`src/rtl/id_ex_pipeline_register_if.sv`:
```
// -----------------------------------------------------------------------------
// id_ex_pipeline_register_if
// Bundle of everything crossing the decode -> execute boundary.
//
//   Hazard control : StallE, FlushE          (driven by the hazard unit)
//   D-side fields  : ValidD, RD1D, RD2D, Imm_ExtD, PCD, PCPlus4D,
//                    Rs1D, Rs2D, RdD, RegWriteD, MemWriteD, JumpD, BranchD,
//                    ALUSrcD, ResultSrcD, ALUControlD
//   E-side fields  : the same set with an E suffix, plus ValidE
//   Optional       : BubbleCntE, StallCntE (only when ID_EX_PERF_EN is defined)
//
// Modports:
//   master - the decode/hazard side: drives D fields and controls, reads E.
//   slave  - the pipeline register itself: reads D fields, drives E.
// -----------------------------------------------------------------------------
interface id_ex_pipeline_register_if #(
    parameter int XLEN     = 32,
    parameter int REG_AW   = 5,
    parameter int ALUCTL_W = 3
);
    // hazard control
    logic                StallE;
    logic                FlushE;

    // decode side
    logic                ValidD;
    logic [XLEN-1:0]     RD1D;
    logic [XLEN-1:0]     RD2D;
    logic [XLEN-1:0]     Imm_ExtD;
    logic [XLEN-1:0]     PCD;
    logic [XLEN-1:0]     PCPlus4D;
    logic [REG_AW-1:0]   Rs1D;
    logic [REG_AW-1:0]   Rs2D;
    logic [REG_AW-1:0]   RdD;
    logic                RegWriteD;
    logic                MemWriteD;
    logic                JumpD;
    logic                BranchD;
    logic                ALUSrcD;
    logic [1:0]          ResultSrcD;
    logic [ALUCTL_W-1:0] ALUControlD;

    // execute side
    logic                ValidE;
    logic [XLEN-1:0]     RD1E;
    logic [XLEN-1:0]     RD2E;
    logic [XLEN-1:0]     Imm_ExtE;
    logic [XLEN-1:0]     PCE;
    logic [XLEN-1:0]     PCPlus4E;
    logic [REG_AW-1:0]   Rs1E;
    logic [REG_AW-1:0]   Rs2E;
    logic [REG_AW-1:0]   RdE;
    logic                RegWriteE;
    logic                MemWriteE;
    logic                JumpE;
    logic                BranchE;
    logic                ALUSrcE;
    logic [1:0]          ResultSrcE;
    logic [ALUCTL_W-1:0] ALUControlE;

`ifdef ID_EX_PERF_EN
    logic [31:0]         BubbleCntE;
    logic [31:0]         StallCntE;
`endif

    modport master (
        output StallE, FlushE,
        output ValidD, RD1D, RD2D, Imm_ExtD, PCD, PCPlus4D,
        output Rs1D, Rs2D, RdD,
        output RegWriteD, MemWriteD, JumpD, BranchD, ALUSrcD,
        output ResultSrcD, ALUControlD,
`ifdef ID_EX_PERF_EN
        input  BubbleCntE, StallCntE,
`endif
        input  ValidE, RD1E, RD2E, Imm_ExtE, PCE, PCPlus4E,
        input  Rs1E, Rs2E, RdE,
        input  RegWriteE, MemWriteE, JumpE, BranchE, ALUSrcE,
        input  ResultSrcE, ALUControlE
    );

    modport slave (
        input  StallE, FlushE,
        input  ValidD, RD1D, RD2D, Imm_ExtD, PCD, PCPlus4D,
        input  Rs1D, Rs2D, RdD,
        input  RegWriteD, MemWriteD, JumpD, BranchD, ALUSrcD,
        input  ResultSrcD, ALUControlD,
`ifdef ID_EX_PERF_EN
        output BubbleCntE, StallCntE,
`endif
        output ValidE, RD1E, RD2E, Imm_ExtE, PCE, PCPlus4E,
        output Rs1E, Rs2E, RdE,
        output RegWriteE, MemWriteE, JumpE, BranchE, ALUSrcE,
        output ResultSrcE, ALUControlE
    );
endinterface

```
`src/rtl/id_ex_pipeline_register.sv`:
```
// -----------------------------------------------------------------------------
// id_ex_pipeline_register
// Decode-to-execute pipeline register of the 5-stage RISC-V core.
//
// Ports:
//   clk  - pipeline clock, all state changes on the rising edge
//   rst  - synchronous, active-low reset (highest priority)
//   bus  - id_ex_pipeline_register_if.slave: StallE/FlushE hazard controls,
//          D-stage fields in, registered E-stage fields out
//
// Per-edge priority: reset > FlushE > StallE > load.
//   * reset and flush both produce the all-zero bubble (data fields included,
//     so a bubble can never match a forwarding comparison).
//   * a load with ValidD=0 copies data but kills every side-effecting control
//     bit (RegWrite, MemWrite, Jump, Branch) and ValidE.
// All outputs come straight from flops; there is no input->output path.
// Fields are copied bit-exact; Imm_ExtE is never re-extended.
//
// Optional build macro: ID_EX_PERF_EN
//   Adds 32-bit wrapping counters BubbleCntE (edges inserting a bubble: flush,
//   or load with ValidD=0) and StallCntE (edges with StallE=1, FlushE=0).
// -----------------------------------------------------------------------------
module id_ex_pipeline_register #(
    parameter int XLEN     = 32,
    parameter int REG_AW   = 5,
    parameter int ALUCTL_W = 3
) (
    input  logic clk,
    input  logic rst,
    id_ex_pipeline_register_if.slave bus
);

    // Whole E-stage payload as one packed record so reset/flush/hold are a
    // single assignment each.
    typedef struct packed {
        logic                valid;
        logic [XLEN-1:0]     rd1;
        logic [XLEN-1:0]     rd2;
        logic [XLEN-1:0]     imm;
        logic [XLEN-1:0]     pc;
        logic [XLEN-1:0]     pc_plus4;
        logic [REG_AW-1:0]   rs1;
        logic [REG_AW-1:0]   rs2;
        logic [REG_AW-1:0]   rd;
        logic                reg_write;
        logic                mem_write;
        logic                jump;
        logic                branch;
        logic                alu_src;
        logic [1:0]          result_src;
        logic [ALUCTL_W-1:0] alu_ctl;
    } e_stage_t;

    e_stage_t r_e;
    e_stage_t w_load;

    logic w_flush;
    logic w_stall;
    logic w_valid;

    assign w_flush = bus.FlushE;
    assign w_stall = bus.StallE & ~bus.FlushE;
    assign w_valid = bus.ValidD;

    // Value captured on a normal load. Side-effecting controls are gated by
    // ValidD; pure data and selects are passed through untouched.
    always_comb begin
        w_load            = '0;
        w_load.valid      = w_valid;
        w_load.rd1        = bus.RD1D;
        w_load.rd2        = bus.RD2D;
        w_load.imm        = bus.Imm_ExtD;
        w_load.pc         = bus.PCD;
        w_load.pc_plus4   = bus.PCPlus4D;
        w_load.rs1        = bus.Rs1D;
        w_load.rs2        = bus.Rs2D;
        w_load.rd         = bus.RdD;
        w_load.reg_write  = bus.RegWriteD & w_valid;
        w_load.mem_write  = bus.MemWriteD & w_valid;
        w_load.jump       = bus.JumpD     & w_valid;
        w_load.branch     = bus.BranchD   & w_valid;
        w_load.alu_src    = bus.ALUSrcD;
        w_load.result_src = bus.ResultSrcD;
        w_load.alu_ctl    = bus.ALUControlD;
    end

    always_ff @(posedge clk) begin
        if (!rst) begin
            r_e <= '0;
        end else if (w_flush) begin
            r_e <= '0;
        end else if (!w_stall) begin
            r_e <= w_load;
        end
    end

    assign bus.ValidE      = r_e.valid;
    assign bus.RD1E        = r_e.rd1;
    assign bus.RD2E        = r_e.rd2;
    assign bus.Imm_ExtE    = r_e.imm;
    assign bus.PCE         = r_e.pc;
    assign bus.PCPlus4E    = r_e.pc_plus4;
    assign bus.Rs1E        = r_e.rs1;
    assign bus.Rs2E        = r_e.rs2;
    assign bus.RdE         = r_e.rd;
    assign bus.RegWriteE   = r_e.reg_write;
    assign bus.MemWriteE   = r_e.mem_write;
    assign bus.JumpE       = r_e.jump;
    assign bus.BranchE     = r_e.branch;
    assign bus.ALUSrcE     = r_e.alu_src;
    assign bus.ResultSrcE  = r_e.result_src;
    assign bus.ALUControlE = r_e.alu_ctl;

`ifdef ID_EX_PERF_EN
    logic [31:0] r_bubble_cnt;
    logic [31:0] r_stall_cnt;
    logic        w_bubble;

    // A bubble enters E either by flush or by loading an invalid decode slot.
    assign w_bubble = w_flush | (~bus.StallE & ~w_valid);

    always_ff @(posedge clk) begin
        if (!rst) begin
            r_bubble_cnt <= '0;
            r_stall_cnt  <= '0;
        end else begin
            if (w_bubble) r_bubble_cnt <= r_bubble_cnt + 32'd1;
            if (w_stall)  r_stall_cnt  <= r_stall_cnt  + 32'd1;
        end
    end

    assign bus.BubbleCntE = r_bubble_cnt;
    assign bus.StallCntE  = r_stall_cnt;
`endif

endmodule

```
`src/flat_wrapper.sv`:
```
// flat-port wrapper written by rule: the top's interface ports become plain ports
module id_ex_pipeline_register_flat 
#(
    parameter int XLEN     = 32,
    parameter int REG_AW   = 5,
    parameter int ALUCTL_W = 3
)
  (clk, rst, bus_StallE, bus_FlushE, bus_ValidD, bus_RD1D, bus_RD2D, bus_Imm_ExtD, bus_PCD, bus_PCPlus4D, bus_Rs1D, bus_Rs2D, bus_RdD, bus_RegWriteD, bus_MemWriteD, bus_JumpD, bus_BranchD, bus_ALUSrcD, bus_ResultSrcD, bus_ALUControlD, bus_ValidE, bus_RD1E, bus_RD2E, bus_Imm_ExtE, bus_PCE, bus_PCPlus4E, bus_Rs1E, bus_Rs2E, bus_RdE, bus_RegWriteE, bus_MemWriteE, bus_JumpE, bus_BranchE, bus_ALUSrcE, bus_ResultSrcE, bus_ALUControlE);
  id_ex_pipeline_register_if #(.XLEN(XLEN), .REG_AW(REG_AW), .ALUCTL_W(ALUCTL_W)) bus_i ();
  input  logic clk;
  input  logic rst;
  input wire logic [$bits(bus_i.StallE)-1:0] bus_StallE;
  input wire logic [$bits(bus_i.FlushE)-1:0] bus_FlushE;
  input wire logic [$bits(bus_i.ValidD)-1:0] bus_ValidD;
  input wire logic [$bits(bus_i.RD1D)-1:0] bus_RD1D;
  input wire logic [$bits(bus_i.RD2D)-1:0] bus_RD2D;
  input wire logic [$bits(bus_i.Imm_ExtD)-1:0] bus_Imm_ExtD;
  input wire logic [$bits(bus_i.PCD)-1:0] bus_PCD;
  input wire logic [$bits(bus_i.PCPlus4D)-1:0] bus_PCPlus4D;
  input wire logic [$bits(bus_i.Rs1D)-1:0] bus_Rs1D;
  input wire logic [$bits(bus_i.Rs2D)-1:0] bus_Rs2D;
  input wire logic [$bits(bus_i.RdD)-1:0] bus_RdD;
  input wire logic [$bits(bus_i.RegWriteD)-1:0] bus_RegWriteD;
  input wire logic [$bits(bus_i.MemWriteD)-1:0] bus_MemWriteD;
  input wire logic [$bits(bus_i.JumpD)-1:0] bus_JumpD;
  input wire logic [$bits(bus_i.BranchD)-1:0] bus_BranchD;
  input wire logic [$bits(bus_i.ALUSrcD)-1:0] bus_ALUSrcD;
  input wire logic [$bits(bus_i.ResultSrcD)-1:0] bus_ResultSrcD;
  input wire logic [$bits(bus_i.ALUControlD)-1:0] bus_ALUControlD;
  output wire logic [$bits(bus_i.ValidE)-1:0] bus_ValidE;
  output wire logic [$bits(bus_i.RD1E)-1:0] bus_RD1E;
  output wire logic [$bits(bus_i.RD2E)-1:0] bus_RD2E;
  output wire logic [$bits(bus_i.Imm_ExtE)-1:0] bus_Imm_ExtE;
  output wire logic [$bits(bus_i.PCE)-1:0] bus_PCE;
  output wire logic [$bits(bus_i.PCPlus4E)-1:0] bus_PCPlus4E;
  output wire logic [$bits(bus_i.Rs1E)-1:0] bus_Rs1E;
  output wire logic [$bits(bus_i.Rs2E)-1:0] bus_Rs2E;
  output wire logic [$bits(bus_i.RdE)-1:0] bus_RdE;
  output wire logic [$bits(bus_i.RegWriteE)-1:0] bus_RegWriteE;
  output wire logic [$bits(bus_i.MemWriteE)-1:0] bus_MemWriteE;
  output wire logic [$bits(bus_i.JumpE)-1:0] bus_JumpE;
  output wire logic [$bits(bus_i.BranchE)-1:0] bus_BranchE;
  output wire logic [$bits(bus_i.ALUSrcE)-1:0] bus_ALUSrcE;
  output wire logic [$bits(bus_i.ResultSrcE)-1:0] bus_ResultSrcE;
  output wire logic [$bits(bus_i.ALUControlE)-1:0] bus_ALUControlE;
  assign bus_i.StallE = bus_StallE;
  assign bus_i.FlushE = bus_FlushE;
  assign bus_i.ValidD = bus_ValidD;
  assign bus_i.RD1D = bus_RD1D;
  assign bus_i.RD2D = bus_RD2D;
  assign bus_i.Imm_ExtD = bus_Imm_ExtD;
  assign bus_i.PCD = bus_PCD;
  assign bus_i.PCPlus4D = bus_PCPlus4D;
  assign bus_i.Rs1D = bus_Rs1D;
  assign bus_i.Rs2D = bus_Rs2D;
  assign bus_i.RdD = bus_RdD;
  assign bus_i.RegWriteD = bus_RegWriteD;
  assign bus_i.MemWriteD = bus_MemWriteD;
  assign bus_i.JumpD = bus_JumpD;
  assign bus_i.BranchD = bus_BranchD;
  assign bus_i.ALUSrcD = bus_ALUSrcD;
  assign bus_i.ResultSrcD = bus_ResultSrcD;
  assign bus_i.ALUControlD = bus_ALUControlD;
  assign bus_ValidE = bus_i.ValidE;
  assign bus_RD1E = bus_i.RD1E;
  assign bus_RD2E = bus_i.RD2E;
  assign bus_Imm_ExtE = bus_i.Imm_ExtE;
  assign bus_PCE = bus_i.PCE;
  assign bus_PCPlus4E = bus_i.PCPlus4E;
  assign bus_Rs1E = bus_i.Rs1E;
  assign bus_Rs2E = bus_i.Rs2E;
  assign bus_RdE = bus_i.RdE;
  assign bus_RegWriteE = bus_i.RegWriteE;
  assign bus_MemWriteE = bus_i.MemWriteE;
  assign bus_JumpE = bus_i.JumpE;
  assign bus_BranchE = bus_i.BranchE;
  assign bus_ALUSrcE = bus_i.ALUSrcE;
  assign bus_ResultSrcE = bus_i.ResultSrcE;
  assign bus_ALUControlE = bus_i.ALUControlE;
  id_ex_pipeline_register #(.XLEN(XLEN), .REG_AW(REG_AW), .ALUCTL_W(ALUCTL_W)) u_core (.clk(clk), .rst(rst), .bus(bus_i));
endmodule
```
`config.mk`:
```
export PLATFORM = sky130hd
export DESIGN_NAME = id_ex_pipeline_register_flat
export DESIGN_NICKNAME = d
export VERILOG_FILES = /design/src/rtl/id_ex_pipeline_register_if.sv /design/src/rtl/id_ex_pipeline_register.sv /design/src/flat_wrapper.sv
export SDC_FILE = /design/constraint.sdc
export NUM_CORES = 1
export LEC_CHECK = 0
export CORE_AREA = 2 2 147 149
export DETAILED_ROUTE_END_ITERATION = 7
export DIE_AREA = 0 0 149 151
export MAX_ROUTING_LAYER = met4
export PLACE_DENSITY = 0.76
export SLEW_MARGIN = 30
export SYNTH_ARGS = -nofsm -noshare
export SYNTH_HDL_FRONTEND = slang
export SYNTH_SLANG_ARGS = --single-unit
```
`constraint.sdc`:
```
create_clock -name clk -period 1.9 [get_ports clk]
set_clock_uncertainty 0.15 [all_clocks]
set_input_delay 0.57 -clock clk [delete_from_list [all_inputs] [get_ports clk]]
set_output_delay 0.57 -clock clk [all_outputs]
set_load 0.01 [all_outputs]
```
==> results.json <==
{
  "run_status": "completed",
  "clk_latency_ps": 420,
  "fin_nets": 1175,
  "dp_hpwl_mm": 14.7,
  "grt_pass1_vias": 5499,
  "power_uw": 8650,
  "cts_htree_levels": 4,
  "yosysUniqueCellTypes": 11,
  "crit_buf_inv": 1,
  "start_util_pct": 31.6,
  "power.density_nw_per_um2": 779,
  "fmax_ghz": 0.551,
  "p_sw_uw": 2170,
  "startpoint_type": "flip-flop",
  "syn_area_um2": 6580,
  "async_reset_ff_share_pct": 0,
  "syn2layout_area_growth_pct": 68.7,
  "cts_made_buffers": 17,
  "crit_family": "flip-flops",
  "hold_depth": 2,
  "design_area_um2": 11100,
  "synth_most_common_cell": "dfxtp_1",
  "path_depth": 1,
  "yosys-top-cells-count": "dfxtp_1, mux2i_1, nor2_1",
  "worstMarginPinSlew_ps": 257,
  "cts_max_path_buffers": 2,
  "synth_largest_area_cell": "dfxtp_1",
  "drive_above_1_share_pct": 6.11,
  "fin_tns_setup_ps": 0,
  "utilization_pct": 53.3,
  "worst_ep_required_time_ps": 1180,
  "cts_hold_buf": 0,
  "drt_iter0_drc": 126,
  "clkSlewWorstSetupHoldPaths_ps": 80,
  "row_count": 53,
  "wl_mm": 19.2,
  "finalSetupViolations": 0,
  "grt_use_total_pct": 16.7,
  "syn_area_per_cell_um2": 10.9,
  "root_buffer": "clkbuf_16",
  "startpoint": "u_core.bus.Imm_ExtE[11]$_SDFFE_PP0N_",
  "syn_nets": 795,
  "vias_per_cell": 4.32,
  "synthFlopType": "dfxtp_1",
  "clkPwrFrac_pct": 39.2,
  "power_frac_seq_pct": 47.2,
  "switching_share_pct": 25.0,
  "hp-start": "u_core.bus.BranchE$_SDFFE_PP0N_",
  "fin_crit_sh_pct": 95.5,
  "yosys_warnings": 0,
  "first_pass_iters": 4,
  "globalRouteOverflowTotal": 0,
  "routed-via-count": 5500,
  "worst_path_max_delay_cell": "dfxtp_1",
  "grt_max_degree": 37,
  "cts_setup_buffers": 0,
  "syn_inst": 605,
  "drc": 0,
  "worstPathArrival_ps": 1100,
  "ioPinCount": 376,
  "yosys.area.top_type_share_pct": 56.6,
  "relSlewSlack_pct": 82.8,
  "comb_power_share_pct": 13.6,
  "finalCriticalPeriod_ps": 1820,
  "crit_fanout": 2,
  "stdcell_count": 1273,
  "cp_cell_sequence": "dlygate4sd2_1",
  "synth-edff-count": 0,
  "r2r_start": "u_core.bus.PCE[24]$_SDFFE_PP0N_",
  "place_area_um2": 10800,
  "coreArea_um2": 20800,
  "maxCapViolCount": 0,
  "final_hold_viol_count": 0,
  "fp.dieW_um": 149,
  "die_h_um": 151,
  "worstSetupPathType": "flip-flop to output pin",
  "reg2regPathDepth": 2,
  "diodes": 0,
  "clock_sinks": 186,
  "leakage_uw": 0.00552,
  "ys_ff_latch": 186,
  "ir_worst_vdd_mv": 0.540,
  "dieArea_um2": 22500,
  "synth_area_leaders": "dfxtp_1, mux2i_1, nor2_1, buf_6, buf_2",
  "antenna_found_initial": 0,
  "wire_per_inst_um": 15.1,
  "antenna_left": 0,
  "place_congestion": 0.786,
  "dp_cells": 1241,
  "grt_pass1_wl_mm": 28.5,
  "cts_tree": "yes",
  "synth_seq_area_share_pct": 56.6,
  "intPower_uw": 6480,
  "hold_path_class": "flip-flop to flip-flop",
  "crit_path_max_incr_delay_ps": 340,
  "worstSetupEndpointType": "output pin",
  "rsz0062_at_grt": "false",
  "portBuffers": 375,
  "slew_viol_final": 0
}
placed cells by master (no fill, tap or decap), drive strengths merged:
| cell | synthesis | layout |
|---|---|---|
| clkdlybuf4s50 | 0 | 188 |
| dlygate4sd2 | 0 | 186 |
| dfxtp | 186 | 186 |
| mux2i | 182 | 182 |
| nor2 | 182 | 182 |
| buf | 36 | 29 |
| clkbuf | 6 | 18 |
| inv | 0 | 8 |
| clkinv | 0 | 6 |
| nand2 | 4 | 4 |
| nand3b | 4 | 4 |
| a21oi | 4 | 4 |
| nand2b | 1 | 1 |
repair_timing:
item                       4_1_cts  5_1_grt
resized for setup              186        0
setup endpoints to repair      186        0
hold endpoints to repair         0        0
worst min-delay path: cells and delay by family, from the launching register on:
kind | cells | cell delay, ps
flip-flops | 1 | 310
AND/OR/NAND/NOR | 1 | 50
AO/OA/AOI/OAI | 1 | 50
logic make-up after synthesis:
family / share of synthesized area [%]
buffers and inverters: 4.30
multiplexers: 27.7
AND/OR/NAND/NOR: 11.2
AO/OA/AOI/OAI: 0.304
flip-flops: 56.6
through the flow:
stage / worst slack (ps) / hold WS, ps
final: 84.7 / 301
after global routing: 47.5 / 320
after CTS: 60.1 / 302
after detailed placement: 23.0 / 297
after global placement: 64.9 / 285
after floorplan: 377 / 326
state kept, by name, indices dropped and copies added (netlist names), 2 cells and up:
name and cells:
u_core.bus.Rs1E 5, u_core.bus.RD1E 32, u_core.bus.RD2E 32, u_core.bus.PCE 32
u_core.bus.RdE 5, u_core.bus.Imm_ExtE 32, u_core.bus.ALUControlE 3, u_core.bus.ResultSrcE 2
u_core.bus.Rs2E 5, u_core.bus.PCPlus4E 32
cell type report:
class / count / area (um^2)
Clock buffer: 18 / 429
Clock inverter: 14 / 128
Fill cell: 1933 / 9720
Multi-Input combinational cell: 377 / 2580
Sequential cell: 186 / 3720
Tap cell: 275 / 344
Timing Repair Buffer: 403 / 3900
per-layer routing:
metal  wire length [um]  up-vias  share of wire, %  track usage (%)
li1                   -     2761                 -                -
met1               7770     2494                41             18.3
met2               9550      221                50             29.1
met3               1420       24               7.4             4.25
met4                441        0               2.3             6.52
met5                  0        -                 0                -
final timing paths:
| kind | endpoint | slack, ps |
|---|---|---|
| setup / recovery | bus_Imm_ExtE[11] | 80 |
| hold / removal | u_core.bus.BranchE$_SDFFE_PP0N_ | 300 |
| setup reg to reg | u_core.bus.PCE[24]$_SDFFE_PP0N_ | 1110 |
| hold reg to reg | u_core.bus.BranchE$_SDFFE_PP0N_ | 300 |
power by group through the flow:
| stage | Clock [uW] | Combinational, uW | Sequential [uW] |
|---|---|---|---|
| final | 3390 | 1170 | 4080 |
| after global routing | 3650 | 1260 | 4100 |
| after CTS | 3500 | 1190 | 4090 |
| after detailed placement | 0 | 1270 | 4180 |
| after global placement | 0 | 1260 | 4180 |
| after floorplan | 0 | 434 | 4240 |
(Power assumes the default switching activity.)
